==> src/rtl/logisim_tick_generator_multi.sv <==
// rtl/logisim_tick_generator_multi.sv - multi-rate clock-enable tick generator
//
// Divides FPGAClock into a one-cycle FPGATick clock-enable strobe. There are three
// preset periods and one runtime-programmable period. The block has run/pause gating
// and a synchronous restart. FPGATick is a clock enable and must never be used as a clock.
//
// Optional feature macro: TICKGEN_TICK_COUNTER_EN (builds the TickCount tick counter).
//
// Ports:
//   FPGAClock   in   1          system clock, all state on posedge
//   FPGAReset   in   1          asynchronous active-high reset
//   Enable      in   1          1 = divider runs, 0 = counter holds and no ticks
//   SpeedSel    in   2          0/1/2 = preset periods, 3 = programmable period
//   LoadReload  in   1          strobe: programmable period <= ReloadIn
//   ReloadIn    in   NrOfBits   new programmable period
//   Restart     in   1          strobe: resynchronise divider, next enabled edge ticks
//   FPGATick    out  1          registered one-cycle tick strobe
//   TickCount   out  CountBits  free-running tick counter (0 when feature not built)

module logisim_tick_generator_multi #(
    parameter int          NrOfBits     = 24,
    parameter int unsigned ReloadValue0 = 3125000,
    parameter int unsigned ReloadValue1 = 781250,
    parameter int unsigned ReloadValue2 = 195312,
    parameter int          CountBits    = 16
) (
    input  logic                 FPGAClock,
    input  logic                 FPGAReset,
    input  logic                 Enable,
    input  logic [1:0]           SpeedSel,
    input  logic                 LoadReload,
    input  logic [NrOfBits-1:0]  ReloadIn,
    input  logic                 Restart,
    output logic                 FPGATick,
    output logic [CountBits-1:0] TickCount
);

    localparam logic [NrOfBits-1:0] RELOAD0 = ReloadValue0[NrOfBits-1:0];
    localparam logic [NrOfBits-1:0] RELOAD1 = ReloadValue1[NrOfBits-1:0];
    localparam logic [NrOfBits-1:0] RELOAD2 = ReloadValue2[NrOfBits-1:0];
    localparam logic [NrOfBits-1:0] ONE     = {{(NrOfBits-1){1'b0}}, 1'b1};

    logic [NrOfBits-1:0] count_reg;
    logic [NrOfBits-1:0] prog_reload;
    logic [NrOfBits-1:0] sel_reload;
    logic [NrOfBits-1:0] eff_reload;
    logic                terminal;

    // The running period is held entirely in count_reg. The selected reload is
    // only sampled at terminal count, so a SpeedSel or ProgReload change mid-period
    // cannot cause a short or long tick interval.
    always_comb begin
        sel_reload = RELOAD0;
        case (SpeedSel)
            2'd0:    sel_reload = RELOAD0;
            2'd1:    sel_reload = RELOAD1;
            2'd2:    sel_reload = RELOAD2;
            default: sel_reload = prog_reload;
        endcase
    end

    // Periods 0 and 1 both mean "tick every enabled cycle".
    assign eff_reload = (sel_reload == '0) ? ONE : sel_reload;
    assign terminal   = Enable && (count_reg == '0);

    // prog_reload is read through sel_reload before this edge writes it. A load
    // on a terminal-count cycle therefore reloads with the old programmed period.
    always_ff @(posedge FPGAClock or posedge FPGAReset) begin
        if (FPGAReset) begin
            count_reg   <= '0;
            FPGATick    <= 1'b0;
            prog_reload <= RELOAD0;
        end else begin
            if (LoadReload) begin
                prog_reload <= ReloadIn;
            end
            if (Restart) begin
                count_reg <= '0;
                FPGATick  <= 1'b0;
            end else if (terminal) begin
                count_reg <= eff_reload - ONE;
                FPGATick  <= 1'b1;
            end else if (Enable) begin
                count_reg <= count_reg - ONE;
                FPGATick  <= 1'b0;
            end else begin
                FPGATick  <= 1'b0;
            end
        end
    end

`ifdef TICKGEN_TICK_COUNTER_EN
    localparam logic [CountBits-1:0] CONE = {{(CountBits-1){1'b0}}, 1'b1};

    logic [CountBits-1:0] tick_count;

    // Increments exactly when FPGATick is loaded with 1 and wraps naturally.
    always_ff @(posedge FPGAClock or posedge FPGAReset) begin
        if (FPGAReset) begin
            tick_count <= '0;
        end else if (Restart) begin
            tick_count <= '0;
        end else if (terminal) begin
            tick_count <= tick_count + CONE;
        end
    end

    assign TickCount = tick_count;
`else
    assign TickCount = '0;
`endif

endmodule
==> config.mk <==
export PLATFORM = sky130hd
export DESIGN_NAME = logisim_tick_generator_multi
export DESIGN_NICKNAME = d
export VERILOG_FILES = /design/src/rtl/logisim_tick_generator_multi.sv
export SDC_FILE = /design/constraint.sdc
export NUM_CORES = 1
export LEC_CHECK = 0
export CAP_MARGIN = 30
export CORE_ASPECT_RATIO = 1.1
export CORE_MARGIN = 2
export CORE_UTILIZATION = 50
export DETAILED_ROUTE_END_ITERATION = 16
export PLACE_DENSITY = 0.77
export SKIP_LAST_GASP = 1
export SYNTH_ARGS = -nofsm -noshare
export SYNTH_HDL_FRONTEND = slang
export SYNTH_SLANG_ARGS = --single-unit
==> constraint.sdc <==
create_clock -name FPGAClock -period 2.2 [get_ports FPGAClock]
set_input_delay 0.33 -clock FPGAClock [delete_from_list [all_inputs] [get_ports FPGAClock]]
set_output_delay 0.33 -clock FPGAClock [all_outputs]
set_load 0.03 [all_outputs]
# [Word-level counts from Yosys, hierarchy flattened]
# Cells that the tools add are included.
# Widths: inputs -> output; s select.
[word_totals] register_bits=49 latchBits=0 ram_bits=0 mem_bits_ro=0 output_inout_bits=17 word_cells=19 mem_count=0
[classes] n_addsub=2 mul=0 n_div=0 order_cmp=0 eq_ne=2 shift=0 muxes=7 bitwise=0 reduce_logical=5
[ops] cell="$mux 24" count=4
[ops] cell="$pmux 24 s3" count=1
[ops] cell="$logic_not 24->1" count=2
[ops] cell="$sub 24x1->24 const B" count=2
[ops] cell="$reduce_bool 3->1" count=1
[ops] cell="$eq 2x1->1 const B" count=1
[ops] cell="$eq 2x2->1 const B" count=1
[ops] cell="$logic_not 2->1" count=1
[ops] cell="$mux 1" count=2
[ops] cell="$logic_and 1x1->1" count=1

# [Logic depth before layout (Yosys ltp)]
[depth] ltp_word=7 depth_mapped=9 depth_no_buf=9

# [Least setup slack after synthesis]
# No wires, ideal clock.
[synth_path] kind="input -> register" from="input SpeedSel[0]" to="register count_reg[10]" arrival_ps=2363 setup_slack_ps=-245 stages=8 n_path_buf=1 path_cell_list="ha_1 buf_2 or3_4 a41oi_1 o211a_1 o21ai_4 or4b_1 a31oi_1"
[synth_via] elab_chain_len=7 elab_cells_between_ends=9 cone_classes="1 x add/sub; 2 x eq/ne; 4 x mux; 2 x reduce/logical"
[synth_lines] item="start, declared" line="30" source="input logic [1:0] SpeedSel,"
[synth_lines] item="$eq 2x2->1 (tied with other cells)" line="54" source="case (SpeedSel)"
[synth_lines] item="$pmux 24 s3 *" line="54"
[synth_lines] item="$logic_not 24->1" line="63" source="assign eff_reload = (sel_reload == '0) ? ONE : sel_reload;"
[synth_lines] item="$mux 24 *" line="63"
[synth_lines] item="$sub 24x1->24 *" line="81" source="count_reg <= eff_reload - ONE;"
[synth_lines] item="$mux 24 *" line="80" source="end else if (terminal) begin"
[synth_lines] item="$mux 24 *" line="77" source="if (Restart) begin"
[synth_lines] item="end signal, assigned" line="81"
[synth_lines] item="end signal, assigned" line="84" source="count_reg <= count_reg - ONE;"
[synth_lines] item="end, declared" line="43" source="logic [NrOfBits-1:0] count_reg;"
# Every way passes the cells marked *; elsewhere a longest branch is shown, timed or not.
# A chain may end at the register's enable or synchronous reset.

# [Final worst setup path]
[layout_path] from="register count_reg[3]" to="register count_reg[10]"
[layout_via] elab_chain_len=4 elab_cells_between_ends=7 cone_classes="1 x add/sub; 3 x mux; 3 x reduce/logical"
[layout_lines] item="$sub 24x1->24 / $logic_not 24->1 (equally long branches)" line="84, 64"
[layout_lines] item="$mux 24 / $logic_and 1x1->1 (equally long branches)" line="83, 64"
[layout_lines] item="$mux 24" line="80"
[layout_lines] item="$mux 24" line="77"
# Several ways; a longest one is shown, not always the timed one. The select of a mux whose other input is x is not followed.

==> tab_implementation.tex <==
\begin{tabular}{lr}
\hline
Metric & Value \\
\hline
\multicolumn{2}{l}{\textbf{Timing}} \\
\quad Fin crit share & 1.16 \\
\quad Worst setup skew after layout & 0.00915 ns \\
\quad Highest achievable clock rate & 391 MHz \\
\quad RSZ-0062 raised after global routing & yes \\
\quad Post-route worst setup slack & -0.356 ns \\
\quad Final number of hold-violating endpoints & 0 \\
\quad Max\_slew headroom & 0.595 \\
\quad Tightest hold margin & 0.370 ns \\
\quad Number of pins exceeding their max-slew limit in the final report & 0 \\
\quad Final TNS setup & -4.92 ns \\
\quad Count of endpoints failing setup in the final report & 23 \\
\quad Minimum period implied by the final worst setup slack & 2.56 ns \\
\quad Measured slew at the worst slew-check pin & between 0.6 and 0.7 ns \\
\multicolumn{2}{l}{\textbf{Global routing}} \\
\quad Initial antenna violation count & 0 \\
\quad Maximum number of pins on one net before global-route repair & 29 \\
\quad Number of global-route vias before repair & between 3000 and 4000 \\
\quad Total Routing Usage GR & 0.321 \\
\quad First-pass GRT wire length & 17.6 mm \\
\quad Remaining Overflow, GRT & 0 \\
\multicolumn{2}{l}{\textbf{Pwr}} \\
\quad Switching power share of the total & 0.444 \\
\quad Power density cells & 1290 nW/µm² \\
\quad Reported leakage power & 2.18 nW \\
\quad Internal power of the cells & approximately 3.6 mW \\
\quad Total Power Consumption & 6.52 mW \\
\quad Power share of the clock group & 0.112 \\
\quad Fraction of power consumed by combinational cells & 0.689 \\
\quad Max IR drop VDD & 693 µV \\
\quad Sequential group share of total power & 0.199 \\
\quad Switching Power & about 2.9 mW \\
\multicolumn{2}{l}{\textbf{Clock network}} \\
\quad Clock tree from TritonCTS & built \\
\quad Sink Count & 49 \\
\quad H-tree Lvls & 2 \\
\quad Skew-Pair Late Insertion Delay & $\sim$0.31 ns \\
\quad Clock Root Buffer & clkbuf\_8 \\
\quad Number of buffers created by CTS & 5 \\
\quad Buffer levels on the longest clock path & 2 \\
\quad Clock transition at the register clock pins on the worst setup and hold paths after CTS & about 0.1 ns \\
\multicolumn{2}{l}{\textbf{Placement}} \\
\quad Worst setup timing slack at the placement stage & -0.839 ns \\
\quad GP Congestion & 0.967 \\
\quad Total half-perimeter wirelength after legalization and detailed placement & 7.84 mm \\
\quad IO buf count & 31 \\
\multicolumn{2}{l}{\textbf{Floorplan}} \\
\quad Effective utilization at floorplan & 0.511 \\
\quad Vertical die dimension & roughly 90 µm \\
\quad Die area & 7330 µm² \\
\quad Number of ports placed on the die boundary & 48 \\
\quad Standard-cell rows & 31 \\
\quad Die span in x & 81.8 µm \\
\quad Core region area & 6520 µm² \\
\multicolumn{2}{l}{\textbf{Route}} \\
\quad Routed length per instance & 20.5 µm \\
\quad DR vias & 3688 \\
\quad First-iteration detailed-routing DRC count & 601 \\
\quad 1st-pass router iterations & 6 \\
\quad Total wire length & 12.0 mm \\
\quad Number of nets with antenna violations after detailed routing & 0 \\
\quad Post-route DRC violation count & 0 \\
\quad Via density per instance & approximately 6.3 \\
\multicolumn{2}{l}{\textbf{Logic synthesis}} \\
\quad Yosys warning total & 0 \\
\quad Distinct cells, synth & 64 \\
\quad Biggest area consumer among synthesized cells & dfrtp\_1 \\
\quad Post-synth EDFFs & 0 \\
\quad Sequential element share of the synthesized area & 0.373 \\
\quad Number of synthesized register bits & 49 \\
\quad Largest cells by area after synthesis & dfrtp\_1, dfstp\_2, mux2\_2, nand2\_1, buf\_4 \\
\quad Area fraction of the dominant cell type after synthesis & 0.278 \\
\quad Avg Synthesized Cell Area & $\sim$9 µm² \\
\quad Flip-flop cell with the highest count after synthesis & dfrtp\_1 \\
\quad Cells after Synth & 360 \\
\quad Share of synthesized flip-flops with an asynchronous set or reset & 1.00 \\
\quad Netlist Area Pre-Place & 3330 µm² \\
\multicolumn{2}{l}{\textbf{Cells and area}} \\
\quad Fraction of layout instances using a drive strength above 1 & 0.464 \\
\quad Antenna cells & 0 \\
\quad Commonest cells after routing, fill and taps aside & buf\_4, dfrtp\_1, clkdlybuf4s50\_1 \\
\quad Final-layout fill cell count & 386 \\
\quad Fin nets & 537 \\
\quad Area Overhead vs Synth & 51.6\% \\
\quad Most common cell after layout, fill and taps aside & buf\_4 \\
\multicolumn{2}{l}{\textbf{Critical path}} \\
\quad Crit path arrival time & 2.79 ns \\
\quad Largest fanout on the critical path & 7 \\
\quad Critical Path Start Type & flop \\
\quad Start-to-end type of the worst setup path & flop to flop \\
\quad Capturing element type of the critical path & flop \\
\quad Worst path required time & 2.43 ns \\
\multicolumn{2}{l}{\textbf{Run}} \\
\quad Max-Cap Viols & 0 \\
\multicolumn{2}{l}{\textbf{Worst hold path}} \\
\quad Path type of the worst min-delay path & primary input to async pin \\
\multicolumn{2}{l}{\textbf{Run status}} \\
\quad Violated checks & setup timing \\
\quad Status & finished, violations left \\
\hline
\end{tabular}
power by group through the flow:
| stage | registers (mW) | clock network (mW) | logic, mW |
|---|---|---|---|
| 6_report | 1.30 | 0.729 | 4.49 |
| 5_1_grt | 1.31 | 0.768 | 4.70 |
| 4_1_cts | 1.29 | 0.730 | 3.91 |
| 3_5_place_dp | 1.29 | 0 | 3.23 |
| 3_3_place_gp | 1.28 | 0 | 3.17 |
| 2_1_floorplan | 1.30 | 0 | 1.80 |
synthesized netlist by cell type, types with 8 or more instances:
cell	instances
mux2_2	22
nor3_1	12
a31oi_1	14
nand2_1	33
dfrtp_1	37
clkbuf_1	9
nor2_1	23
buf_4	16
nand3_1	10
inv_1	8
o31ai_1	9
o21ai_0	17
a21oi_1	17
dfstp_2	12
worst max-delay path, cell delays in order, from the launching register on:
cell and delay [ns]:
dfrtp_1 0.42, nor4_4 0.39, buf_4 0.18, nor2b_1 0.28
o211a_1 0.31, o21ai_4 0.11, or4b_1 0.55, a31oi_1 0.22
logic make-up (layout without fill, tap and decap cells):
| family | after synthesis | count (layout) | synth area share |
|---|---|---|---|
| AND/OR/NAND/NOR | 135 | 135 | 0.232 |
| AO/OA/AOI/OAI | 100 | 100 | 0.212 |
| flip-flops | 49 | 49 | 0.373 |
| buffers and inverters | 40 | 167 | 0.0646 |
| multiplexers | 30 | 30 | 0.0988 |
| adder cells (fa/ha/maj) | 5 | 5 | 0.0188 |
| other | 1 | 16 | 0.00113 |
metrics by stage:
stage,instance area (µm²),cells,util
global route,5050,584,0.774
floorplan,3500,375,-
finish,5050,584,0.774
CTS,4910,578,0.754
detailed placement,4470,555,0.686
global placement,4470,555,0.686
cell type report:
class | count | area (µm²) | area share
flip-flops and latches | 49 | 1240 | 0.246
multi-input cells | 286 | 2310 | 0.458
well taps | 82 | 103 | 0.0203
clock inverters | 2 | 35.0 | 0.00694
clock buffers | 6 | 93.8 | 0.0186
inverters | 9 | 33.8 | 0.00669
repair buffers | 150 | 1230 | 0.243
layer usage:
metal	vias up	global-route usage	wire length [µm]
li1	1603	-	-
met1	1724	0.380	4410
met2	279	0.556	5720
met4	0	0.173	814
met5	-	0	0
met3	82	0.0530	1040
repair_timing:
item | CTS | global route
setup buffers | 15 | 6
hold buffers | 0 | 0
pin swaps | 26 | 16
gates resized for setup | 53 | 21
endpoints found under the setup margin | 24 | 24
final timing paths:
check	from	end	slack, ns	cells after the start
setup / recovery	count_reg[3]	count_reg[10]	-0.36	7
hold / removal	FPGAReset	count_reg[4]	0.37	2
setup reg to reg	count_reg[3]	count_reg[10]	-0.36	7
hold reg to reg	prog_reload[14]	prog_reload[14]	0.53	1
max in group asynchronous	FPGAReset	prog_reload[19]	1.21	3
min in group FPGAClock	prog_reload[14]	prog_reload[14]	0.53	1
Note: power is estimated with default switching activity, not from simulation.
